==> config.mk <==
export PLATFORM = sky130hd
export DESIGN_NAME = divisor_normalizer
export DESIGN_NICKNAME = d
export VERILOG_FILES = /design/src/rtl/divisor_normalizer.sv
export SDC_FILE = /design/constraint.sdc
export NUM_CORES = 1
export LEC_CHECK = 0
export BUFFER_PORTS_ARGS = -buffer_cell sky130_fd_sc_hd__buf_4
export CORE_ASPECT_RATIO = 1.4
export CORE_MARGIN = 5
export CORE_UTILIZATION = 25
export CTS_CLUSTER_DIAMETER = 150
export DETAILED_ROUTE_END_ITERATION = 6
export GPL_ROUTABILITY_DRIVEN = 0
export MAX_ROUTING_LAYER = met4
export PLACE_DENSITY = 0.48
export SLEW_MARGIN = 20
export SYNTH_ARGS = -nofsm -noshare
export SYNTH_HDL_FRONTEND = slang
export SYNTH_SLANG_ARGS = --single-unit
==> constraint.sdc <==
create_clock -name clk -period 11.9 [get_ports clk]
set_input_delay 0.595 -clock clk [delete_from_list [all_inputs] [get_ports clk]]
set_output_delay 0.595 -clock clk [all_outputs]
set_load 0.1 [all_outputs]
==> src/rtl/divisor_normalizer.sv <==
// divisor_normalizer
//   Front end of the reciprocal datapath. Accepts a raw unsigned divisor, left-normalizes it
//   into [0.5,1) (Q0.W), forms the linear Newton-Raphson seed X0 = 48/17 - 32/17*Dn (Q2.30),
//   launches the downstream Newton stage via START/AVAILABLE/DONE and finally reports the
//   normalization shift so the result can be denormalized.
//
// Ports
//   clk, rstn      clock (rising edge), asynchronous active-low reset
//   div_valid/div_ready/div_in   divisor input handshake (ready only while idle)
//   nr_start, nr_in, nr_seed     START plus operands to the Newton stage (held while started)
//   nr_available, nr_done        Newton stage idle / finished
//   norm_shift, norm_valid       shift count applied to div_in, one-cycle completion pulse
//   busy                         high whenever not idle
//   div_zero                     only with DIVZERO_BYPASS_EN: zero divisor bypassed Newton
//
// Configuration
//   DIVZERO_BYPASS_EN  when defined, a zero divisor skips normalization and the Newton launch
//                      and completes at once with div_zero=1 and norm_shift=0.
module divisor_normalizer #(
  parameter int unsigned      W       = 32,
  parameter int unsigned      SHIFT_W = 5,
  parameter logic [W-1:0]     SEED_K0 = 32'hB4B4B4B4,
  parameter logic [W-1:0]     SEED_K1 = 32'h78787878
) (
  input  logic               clk,
  input  logic               rstn,
  input  logic               div_valid,
  output logic               div_ready,
  input  logic [W-1:0]       div_in,
  output logic               nr_start,
  output logic [W-1:0]       nr_in,
  output logic [W-1:0]       nr_seed,
  input  logic               nr_available,
  input  logic               nr_done,
  output logic [SHIFT_W-1:0] norm_shift,
  output logic               norm_valid,
  output logic               busy
`ifdef DIVZERO_BYPASS_EN
  ,
  output logic               div_zero
`endif
);

  typedef enum logic [2:0] {
    StIdle,
    StNorm,
    StSeed,
    StWait,
    StLaunch,
    StResp
  } state_e;

  localparam logic [SHIFT_W-1:0] CntMax = SHIFT_W'(W - 1);

  state_e             state_q, state_d;
  logic [W-1:0]       dreg_q, dreg_d;
  logic [SHIFT_W-1:0] cnt_q, cnt_d;
  logic [W-1:0]       nr_in_q, nr_in_d;
  logic [W-1:0]       nr_seed_q, nr_seed_d;
  logic               nr_start_q, nr_start_d;
  logic [SHIFT_W-1:0] norm_shift_q, norm_shift_d;
`ifdef DIVZERO_BYPASS_EN
  logic               div_zero_q, div_zero_d;
`endif

  // High word of the full-width product: (K1 * Dn) >> W, truncating.
  logic [W-1:0] seed_prod_hi;
  assign seed_prod_hi = W'(((2 * W)'(SEED_K1) * (2 * W)'(dreg_q)) >> W);

  always_comb begin
    state_d      = state_q;
    dreg_d       = dreg_q;
    cnt_d        = cnt_q;
    nr_in_d      = nr_in_q;
    nr_seed_d    = nr_seed_q;
    nr_start_d   = nr_start_q;
    norm_shift_d = norm_shift_q;
`ifdef DIVZERO_BYPASS_EN
    div_zero_d   = div_zero_q;
`endif

    unique case (state_q)
      StIdle: begin
        if (div_valid) begin
          dreg_d  = div_in;
          cnt_d   = '0;
          state_d = StNorm;
`ifdef DIVZERO_BYPASS_EN
          div_zero_d = 1'b0;
          if (div_in == '0) begin
            norm_shift_d = '0;
            div_zero_d   = 1'b1;
            state_d      = StResp;
          end
`endif
        end
      end
      StNorm: begin
        // Stops at the MSB or at the count limit, so a zero divisor ends with cnt = W-1.
        if (dreg_q[W-1] || (cnt_q == CntMax)) begin
          state_d = StSeed;
        end else begin
          dreg_d = dreg_q << 1;
          cnt_d  = cnt_q + SHIFT_W'(1);
        end
      end
      StSeed: begin
        nr_in_d   = dreg_q;
        nr_seed_d = SEED_K0 - seed_prod_hi;
        state_d   = StWait;
      end
      StWait: begin
        // A done still asserted means the Newton stage has not re-armed yet.
        if (nr_available && !nr_done) begin
          nr_start_d = 1'b1;
          state_d    = StLaunch;
        end
      end
      StLaunch: begin
        if (nr_done) begin
          nr_start_d   = 1'b0;
          norm_shift_d = cnt_q;
          state_d      = StResp;
        end
      end
      StResp: begin
        state_d = StIdle;
      end
      default: begin
        state_d = StIdle;
      end
    endcase
  end

  always_ff @(posedge clk or negedge rstn) begin
    if (!rstn) begin
      state_q      <= StIdle;
      dreg_q       <= '0;
      cnt_q        <= '0;
      nr_in_q      <= '0;
      nr_seed_q    <= '0;
      nr_start_q   <= 1'b0;
      norm_shift_q <= '0;
`ifdef DIVZERO_BYPASS_EN
      div_zero_q   <= 1'b0;
`endif
    end else begin
      state_q      <= state_d;
      dreg_q       <= dreg_d;
      cnt_q        <= cnt_d;
      nr_in_q      <= nr_in_d;
      nr_seed_q    <= nr_seed_d;
      nr_start_q   <= nr_start_d;
      norm_shift_q <= norm_shift_d;
`ifdef DIVZERO_BYPASS_EN
      div_zero_q   <= div_zero_d;
`endif
    end
  end

  assign div_ready  = (state_q == StIdle);
  assign busy       = (state_q != StIdle);
  assign norm_valid = (state_q == StResp);
  assign nr_start   = nr_start_q;
  assign nr_in      = nr_in_q;
  assign nr_seed    = nr_seed_q;
  assign norm_shift = norm_shift_q;
`ifdef DIVZERO_BYPASS_EN
  assign div_zero   = div_zero_q;
`endif

endmodule

Yosys cells after proc, flatten, opt, wreduce, memory -nomap -nowiden. Cells that the tools add are included.

Reduce and logical (&&, ||, !) cells: 11. Multipliers: 1. Multiplexer cells: 14. Add/subtract/negate cells: 2. Equal/unequal tests: 11.

Operators by type and width (number): $mux W32 (2); $pmux W32 S2 (1); $mul A28 B32 Y60 const A (1); $sub A32 B31 Y32 const A (1); $pmux W3 S5 (1); $mux W3 (4); $mux W5 (2); $ne A2 B2 Y1 const B (5); $pmux W5 S2 (1); $eq A3 B2 Y1 const B (2); $eq A3 B3 Y1 const B (2); $reduce_and A3 Y1 (2); $add A5 B1 Y5 const B (1); $eq A5 B5 Y1 const B (1); $reduce_and A4 Y1 (1); $reduce_bool A2 Y1 (2); $eq A3 B1 Y1 const B (1); $logic_not A3 Y1 (1); $reduce_bool A3 Y1 (1); $mux W1 (2); $pmux W1 S2 (1); $reduce_and A2 Y1 (1); $logic_and A1 B1 Y1 (1); $logic_not A1 Y1 (1); $logic_or A1 B1 Y1 (1).

Output and inout bits: 73. Register bits after elaboration: 110. Input bits: 37. Word-level logic and storage cells: 46.

Logic depth before layout (Yosys ltp). Gate-level depths: netlist of run 1.

Depth after elaboration: 4. Gate-level depth with buffers: 28. Gate-level depth less buffers: 28.

Least setup slack after synthesis of run 1. Ideal clock, no wire load.

Path type: reg-to-reg. Start point: register dreg_q[7]. End point: register nr_seed_q[29], in the netlist nr_seed[29]. Path slack: 4.405 ns. Data arrival time: 7.369 ns. Path buffers: 1. Required time: 11.774 ns. Cell stages (with the launch flop): 26. Clock period less this slack: 7.495 ns. Setup time: 0.126 ns. Cell sequence: dfrtp_1 inv_1 fa_1 fa_1 inv_1 fa_1 inv_1 fa_1 fa_1 fa_1 fa_1 inv_1 ha_1 clkbuf_8 a21oi_1 o21ai_1 a221o_1 a32o_1 o41a_1 o41ai_1 xnor2_1 o211ai_1 and2_4 a21boi_2 o31a_1 a221o_1.

Cells in the longest elaborated chain, start to end: 2.

Ends and longest elaborated chain: from (decl) (line 56) `logic [W-1:0] dreg_q, dreg_d;`; from (signal assigned) (line 149) `dreg_q <= dreg_d;`; $mul A28 B32 Y60 (line 68) `assign seed_prod_hi = W'(((2 * W)'(SEED_K1) * (2 * W)'(dreg_q)) >> W);`; $sub A32 B31 Y32 (line 109) `nr_seed_d = SEED_K0 - seed_prod_hi;`; to (signal assigned) (line 152) `nr_seed_q <= nr_seed_d;`; to (decl) (line 59) `logic [W-1:0] nr_seed_q, nr_seed_d;`.

No other way between the ends. A chain may end at the register's enable or synchronous reset.

Final worst setup path of run 1.
Start point: register dreg_q[7]. End point: register nr_seed_q[26], in the netlist nr_seed[26].

The elaborated chain is that of the path after synthesis.

==> results of run 1 <==
-- cell families (layout without fill, tap and decap cells) --
logic type | count (synthesis) | in the layout
AOI/OAI and AO/OA | 376 | 376
xor gates and xnor gates | 39 | 39
adders and majority gates | 627 | 627
buffers and inverters | 611 | 695
DFF | 110 | 110
muxes | 15 | 15
and+or+nand+nor | 356 | 356
-- cell usage after synthesis (all sizes together) (5+ instances only) --
master / count
inv: 564
fa: 333
ha: 294
nand2: 147
dfrtp: 110
a21oi: 100
o21ai: 98
nor2: 71
clkbuf: 35
o22ai: 31
xnor2: 24
a21o: 21
nor3: 21
and3: 20
nand4: 20
nand3: 19
o211ai: 16
xor2: 15
buf: 12
a31oi: 11
and2: 11
o21a: 11
a211oi: 9
mux2i: 9
o31ai: 8
a211o: 7
o21bai: 7
mux2: 6
nand2b: 6
nor2b: 6
or3: 6
or4: 6
a2111oi: 5
o211a: 5
or2: 5
-- state kept, by name, summed over array words and instances, names as in the netlist --
register and flops:
nr_in 32, nr_seed 32, norm_shift 5, dreg_q 32, state_q 3, nr_start 1, cnt_q 5
-- cell type report --
type	count	share of cell area, %
multi-input combinational	1413	67.2
inverter	564	9.41
timing repair buffer	115	3.85
tap	1062	5.91
sequential	110	12.2
clock buffer	10	1.06
clock inverter	6	0.378
-- metal layers --
layer / wire [um] / global-route usage, % / share of wire (%)
met4: 3020 / 6.52 / 4.6
met5: 0 / - / 0
met1: 22800 / 15.5 / 35
met2: 37900 / 30.4 / 58
met3: 1300 / 1.46 / 2.0
-- metrics by stage --
| stage | hold slack (ps) | utilization, % | area [um^2] |
|---|---|---|---|
| after floorplan | 299 | - | 20200 |
| after global placement | 471 | 27.6 | 22200 |
| after detailed placement | 473 | 27.6 | 22200 |
| after CTS | 154 | 28.0 | 22500 |
| after global routing | 191 | 28.0 | 22500 |
| final | 145 | 28.0 | 22500 |
-- worst max-delay path by stage --
| stage | from | end | slack (ps) | depth (start not counted) |
|---|---|---|---|---|
| after floorplan | dreg_q[7] | nr_seed[29] | 4410 | 25 |
| after global placement | dreg_q[7] | nr_seed[26] | 3150 | 24 |
| after detailed placement | dreg_q[7] | nr_seed[26] | 3180 | 24 |
| after CTS | dreg_q[7] | nr_seed[26] | 3050 | 24 |
| after global routing | dreg_q[7] | nr_seed[26] | 2590 | 24 |
| final | dreg_q[7] | nr_seed[26] | 3030 | 24 |
==> impl_metrics.yaml, run 1 <==
clocking:
  clock_latency_ps: 420
  numCtsBuffers: 9
  cts_root_buf: "clkbuf_16"
  cts_buffer_depth: 2
  cts_num_sinks: 110
  cts_resized: 0
  cts_max_level: 3
  cts_tree: "built"
  holdBufCountCts: 0
  cts_setup_buffers: 0
  clk_pin_slew_ps: 90
global_routing:
  grtUsageTotal_pct: 15.5
  grt_pass1_wl_um: 99900
  grt-ovfl-total: 0
  grt_max_degree: 72
  antenna_found_initial: 0
  grt_pass1_vias: 16600
run_status:
  status: "completed"
worst_setup_path:
  r2r_end: "nr_seed[26]"
  crit_arrival_ps: 9210
  cp_slowest_stage_delay_ps: 610
  r2r_slack_ps: 3030
  cp_num_buf_inv: 4
  critPathTopFamily: "adder cells"
  reg2regPathDepth: 24
  critPathKind: "reg2reg"
  cpMostUsedCell: "fa_1"
  crit_slowest_cell: "dfrtp_1"
  timing.rr.start: "dreg_q[7]"
  crit_path_end_kind: "register"
  crit_chain: "inv_1, fa_1, fa_1, inv_1, fa_1, inv_1, fa_1, fa_1, fa_1, fa_1, inv_1, ha_1, a21oi_1, o21ai_0, a31oi_1, o31ai_1, nand3_1, a211oi_1, o21a_1, o311ai_2, and2_0, a21oi_1, a311o_1, a21oi_1"
  crit_fanout: 10
  worstPathRequired_ps: 12240
  startpoint_type: "register"
placed_design:
  io_buffers: 109
  post-dp-hpwl_um: 57700
  placedCellCount: 3264
  post-place-ws_ps: 3180
logic_synthesis:
  ys.warnings.count: 0
  syn-instance-count: 2134
  synth_largest_area_cell: "fa_1"
  synthTopCellsByArea: "fa_1 (33%), ha_1 (18%), dfrtp_1 (14%)"
  syn-cell-area_um2: 20200
  syn-num-nets: 2798
  ys_seq_elements: 110
  synth-compound-area-share_pct: 12.6
  syn_area_per_cell_um2: 9.47
  async_flop_share_pct: 100
  synth.mux.area_fraction_pct: 0.780
  synth_cell_types: 97
  synthFlopType: "dfrtp_1"
  synth_edf_count: 0
  synth_top_family_by_area: "adder cells"
  synthSimpleGateAreaFrac_pct: 8.42
  synth_xor_area_share_pct: 1.69
  synth_top_area_share_pct: 33.0
  synthAdderAreaFrac_pct: 51.2
  yosysSeqAreaShare_pct: 13.6
floorplanning:
  die-area_um2: 86700
  die_h_um: 346
  start_util_pct: 25.1
  io_pins: 110
  die_x_um: 250
  fp.coreArea_um2: 80300
  rows: 123
layout:
  nets: 2877
  fin_cells: 3280
  drive_gt1_share_pct: 8.30
  synthToLayoutAreaGrowth_pct: 11.4
  layout_commonest_cell: "inv_1"
  multi_input_area_um2: 15100
  layout_common_cells: "inv_1 (564), fa_1 (333), ha_1 (294)"
  num_antenna_cells: 0
  fillers: 8623
  register_area_um2: 2750
sta:
  layout_min_cycle_time_ps: 8870
  fin_setup_tns_ps: 0
  fmaxAchievable_mhz: 113
  layout_setup_ws_ps: 3030
  report.final.slew_viol_count: 0
  hold_violations: 0
  relSlewSlack_pct: 30.7
  fin_crit_sh_pct: 74.5
  setup_viol: 0
  worst_pin_slew_ps: 1030
  rsz0062_at_grt: "false"
  clock_skew_ps: 9.34
routing:
  drt-initial-drc-count: 751
  drc: 0
  viasPerCell: 4.53
  first_pass_iters: 5
  vias: 14900
  wl_per_cell_um: 19.8
  ant_nets: 0
  routed_wl_um: 65000
min_path:
  hold_path_class: "in2async"
flow_run:
  cap_violations: 0
Power of run 1 is not shown: default switching activity piles up to over one toggle a cycle in this logic, so the estimate is an artifact.
==> run 2, diff against run 1 <==
--- a/config.mk
+++ b/config.mk
@@ -5,6 +5,7 @@
 export SDC_FILE = /design/constraint.sdc
 export NUM_CORES = 1
 export LEC_CHECK = 0
+export ABC_AREA = 1
 export BUFFER_PORTS_ARGS = -buffer_cell sky130_fd_sc_hd__buf_4
 export CORE_ASPECT_RATIO = 1.4
 export CORE_MARGIN = 5
@@ -13,7 +14,7 @@
 export DETAILED_ROUTE_END_ITERATION = 6
 export GPL_ROUTABILITY_DRIVEN = 0
 export MAX_ROUTING_LAYER = met4
-export PLACE_DENSITY = 0.48
+export PLACE_DENSITY = 0.5
 export SLEW_MARGIN = 20
 export SYNTH_ARGS = -nofsm -noshare
 export SYNTH_HDL_FRONTEND = slang
==> constraint.sdc (replaced) <==
create_clock -name clk -period 7.45 [get_ports clk]
set_input_delay 0.3725 -clock clk [delete_from_list [all_inputs] [get_ports clk]]
set_output_delay 0.3725 -clock clk [all_outputs]
set_load 0.1 [all_outputs]
==> impl_metrics.yaml, run 2 <==
run_status:
  status: "completed"
sta:
  fin_crit_sh_pct: 95.7
  layout_min_cycle_time_ps: 7130
  hold_violations: 0
  clock_skew_ps: 18.7
  fin_setup_tns_ps: 0
  report.final.slew_viol_count: 0
  worst_pin_slew_ps: 741
  fmaxAchievable_mhz: 140
  relSlewSlack_pct: 50.6
  setup_viol: 0
worst_setup_path:
  cp_num_buf_inv: 7
  crit_arrival_ps: 7450
  crit_slowest_cell: "fa_1"
  cp-startpoint: "dreg_q[5]"
  crit_path_end_kind: "register"
  cpMostUsedCell: "nand2_1"
  r2r_slack_ps: 320
  startpoint_type: "register"
  r2r_end: "nr_seed[28]"
  critPathKind: "reg2reg"
  cp.depth: 34
  cp_slowest_stage_delay_ps: 550
  timing.rr.start: "dreg_q[5]"
  reg2regPathDepth: 34
  cp-endpoint: "nr_seed[28]"
  worstPathRequired_ps: 7770
  critPathTopFamily: "adder cells"
  crit_fanout: 5
logic_synthesis:
  synth_commonest_cells: "inv_1 (874), nand2_1 (729), fa_1 (333), ha_1 (294), nor2_1 (116)"
  synth_most_common_cell: "inv_1"
  synth_cell_types: 38
  synth_largest_area_cell: "fa_1"
  syn-num-nets: 3614
  synthTopCellsByArea: "fa_1 (30%), ha_1 (16%), inv_1 (15%)"
  synthFlopType: "dfrtp_1"
  ys.warnings.count: 0
  synth_edf_count: 0
  syn_area_per_cell_um2: 7.59
  syn-cell-area_um2: 22400
  async_flop_share_pct: 100
  yosysSeqAreaShare_pct: 12.3
  synth_top_area_share_pct: 29.8
  syn-instance-count: 2950
  ys_seq_elements: 110
global_routing:
  grt_max_degree: 66
  antenna_found_initial: 0
  grt-ovfl-total: 0
  grtUsageTotal_pct: 16.4
  grt_pass1_wl_um: 116000
  grt_pass1_vias: 19600
floorplanning:
  die_x_um: 263
  rows: 130
  die_h_um: 364
  start_util_pct: 25.1
  io_pins: 110
  die-area_um2: 95800
  fp.coreArea_um2: 89300
layout:
  drive_gt1_share_pct: 10.9
  synthToLayoutAreaGrowth_pct: 14.8
  nets: 3779
  layout_commonest_cell: "inv_1"
  multi_input_area_um2: 16400
  num_antenna_cells: 0
  layout_common_cells: "inv_1 (870), nand2_1 (717), fa_1 (331)"
  fillers: 9708
  register_area_um2: 2760
clocking:
  clock_latency_ps: 430
  cts_root_buf: "clkbuf_16"
  clk_pin_slew_ps: 80
  cts_max_level: 3
  cts_tree: "built"
  cts_num_sinks: 110
  cts_buffer_depth: 2
  numCtsBuffers: 9
routing:
  drc: 0
  routed_wl_um: 74200
  viasPerCell: 4.20
  ant_nets: 0
  first_pass_iters: 5
  wl_per_cell_um: 17.2
  vias: 18100
  drt-initial-drc-count: 833
flow_run:
  cap_violations: 0
placed_design:
  io_buffers: 109
  post-dp-hpwl_um: 67000
min_path:
  min_path_cells: 3
  hold_path_class: "in2reg"
run 2: through the flow:
stage	cells	hold slack (ps)	instance area (um^2)	worst slack, ps	utilization [%]
after floorplan	2950	76.9	22400	1050	-
after detailed placement	4280	408	25100	20.7	28.1
final	4308	201	25700	322	28.8
after CTS	4297	171	25400	66.1	28.5
after global routing	4308	199	25700	-7.13	28.8
after global placement	4280	406	25100	-0.913	28.1
run 2: layout make-up:
cell class,instances,share of cell area (%)
clock buffers,9,0.876
well taps,1188,5.78
flip-flops and latches,110,10.7
inverters,885,13.0
repair buffers,178,5.27
multi-input cells,1931,63.8
clock inverters,7,0.555
run 2: worst min-delay path by stage:
stage	endpoint	slack (ps)	startpoint
after floorplan	cnt_q[0]	80	rstn
after global placement	nr_in[29]	410	rstn
after detailed placement	nr_in[29]	410	rstn
after CTS	dreg_q[0]	170	div_in[0]
after global routing	dreg_q[0]	200	div_in[0]
final	dreg_q[0]	200	div_in[0]
run 2: kinds of logic (layout without fill, tap and decap cells):
logic type	Yosys count	in the layout	share of synthesized area, %
adders and majority gates	627	627	46.2
AOI/OAI and AO/OA	200	200	4.83
and+or+nand+nor	1086	1086	20.7
buffers and inverters	909	1079	15.3
muxes	1	1	0.0503
xor gates and xnor gates	17	17	0.665
DFF	110	110	12.3
run 2: worst reg2reg max path, delay by kind of cell (launching register included):
kind          cells  cell delay [ps]
buf+inv           7              580
simple gates     19             1980
fa+ha+maj         8             4020
flops             1              450
run 2: metal layers:
| metal | vias up | global-route usage [%] | share of wire [%] |
|---|---|---|---|
| met1 | 8664 | 17.3 | 39 |
| met4 | 0 | 6.60 | 4.7 |
| met3 | 116 | 1.65 | 1.9 |
| met2 | 265 | 31.2 | 55 |
| li1 | 9056 | - | - |
| met5 | - | - | 0 |
run 2: repair_timing:
item / CTS / global route
gates resized for setup: 1 / 59
endpoints found under the setup margin: 1 / 23
endpoints found under the hold margin: 38 / 0
buffers inserted: 0 / 11
hold buffers: 1 / 0
pin swaps: 0 / 1
Power of run 2 is left out for the same reason.
==> run 3, diff against run 2 <==
==> constraint.sdc (replaced) <==
create_clock -name clk -period 6 [get_ports clk]
set_input_delay 0.3 -clock clk [delete_from_list [all_inputs] [get_ports clk]]
set_output_delay 0.3 -clock clk [all_outputs]
set_load 0.1 [all_outputs]
==> impl_metrics.yaml, run 3 (synthesized netlist as in run 2, its figures left out) <==
sta:
  fin_crit_sh_pct: 113
  worst_pin_slew_ps: 866
  report.final.slew_viol_count: 0
  relSlewSlack_pct: 42.3
  setup_viol: 28
  rsz0062_at_grt: "true"
  hold_violations: 0
  clock_skew_ps: 16.1
  fmaxAchievable_mhz: 148
  layout_min_cycle_time_ps: 6770
  layout_setup_ws_ps: -768
worst_setup_path:
  crit_fanout: 5
  crit_path_end_kind: "register"
  r2r_slack_ps: -770
  critPathKind: "reg2reg"
  cpMostUsedCell: "fa_1"
  crit_slowest_cell: "fa_1"
  worstPathRequired_ps: 6380
  cp_slowest_stage_delay_ps: 570
  crit_arrival_ps: 7140
  startpoint_type: "register"
layout:
  num_antenna_cells: 0
  fin_util_pct: 34.3
  synthToLayoutAreaGrowth_pct: 36.7
  layout_common_cells: "inv_1 (807), nand2_1 (579), buf_4 (548)"
  layout_commonest_cell: "inv_1"
  fillers: 9462
  nets: 4174
  drive_gt1_share_pct: 31.7
floorplanning:
  die_x_um: 263
  start_util_pct: 25.1
  die_h_um: 364
  fp.coreArea_um2: 89300
  die-area_um2: 95800
  rows: 130
  io_pins: 110
routing:
  vias: 19900
  routed_wl_um: 80500
  ant_nets: 0
  first_pass_iters: 6
  wl_per_cell_um: 17.1
  drt-initial-drc-count: 790
  viasPerCell: 4.24
  drc: 0
run_status:
  status: "finished, violations left"
  violations: "setup timing"
placed_design:
  post-place-ws_ps: -1050
  io_buffers: 109
  post-dp-hpwl_um: 71400
clocking:
  cts_max_level: 3
  cts_buffer_depth: 2
  cts_num_sinks: 110
  numCtsBuffers: 9
  cts_tree: "built"
  clk_pin_slew_ps: 90
  clock_latency_ps: 430
  cts_root_buf: "clkbuf_16"
flow_run:
  cap_violations: 0
global_routing:
  grtUsageTotal_pct: 17.5
  grt_pass1_vias: 21700
  grt_max_degree: 65
  grt_pass1_wl_um: 125000
  grt-ovfl-total: 0
  antenna_found_initial: 0
min_path:
  hold_path_class: "in2reg"
## run 3: changes by cell type in the layout (fill, tap and decap cells not counted), moves of 39 or more
cell / previous run / this run
buf_4: 175 / 548
ha_4: 3 / 42
inv_2: 12 / 70
nand2_1: 717 / 579
inv_1: 870 / 807
nand2_2: 43 / 133
nand2_4: 5 / 53
## run 3: timing repair
action                     in CTS  in global routing
hold buffers                    1                  0
pin swaps                     104                 90
setup endpoints to repair      32                 32
hold endpoints to repair       48                  0
buffers inserted               36                 25
resized for setup             222                216
## run 3: worst max-delay path, delay by kind of cell, from the launching register on
family | cells | cell delay, ps
AOI/OAI and AO/OA | 3 | 490
xor gates and xnor gates | 1 | 130
adders and majority gates | 8 | 3830
buffers and inverters | 11 | 1020
DFF | 1 | 470
and+or+nand+nor | 9 | 740
## run 3: through the flow
step / cell area, um^2 / instances / hold slack [ps] / setup TNS [ps]
final: 30600 / 4703 / 140 / -16650
after floorplan: 22800 / 2950 / 4.41 / -522
after global placement: 28100 / 4625 / 337 / -23090
after global routing: 30600 / 4703 / 121 / -24090
after detailed placement: 28100 / 4625 / 331 / -22670
after CTS: 29700 / 4678 / 110 / -17970
## run 3: layout make-up
cell class / instances / area (um^2) / share of cell area (%)
clock buffer: 9 / 225 / 0.736
clock inverter: 7 / 73.8 / 0.241
inverter: 885 / 3340 / 10.9
multi-input combinational: 1931 / 18300 / 59.6
sequential: 110 / 2790 / 9.11
tap: 1188 / 1490 / 4.86
timing repair buffer: 573 / 4450 / 14.5
## run 3: final timing paths
| kind | start | to | cells past startpoint |
|---|---|---|---|
| worst max-delay path | dreg_q[9] | nr_seed[17] | 32 |
| min in group asynchronous | rstn | nr_seed[29] | 2 |
| worst min-delay path | div_in[0] | dreg_q[0] | 3 |
| worst min register to register | norm_shift[1] | norm_shift[1] | 2 |
| worst max register to register | dreg_q[9] | nr_seed[17] | 32 |
| max in group asynchronous | rstn | dreg_q[1] | 3 |
## run 3: metal layers
metal	global-route usage, %	vias to the layer above	routed length, um
li1	-	9864	-
met1	18.1	9612	30200
met2	33.5	296	44100
met3	1.77	151	1600
met4	8.17	0	4680
met5	-	-	0
Power of run 3 is left out for the same reason.
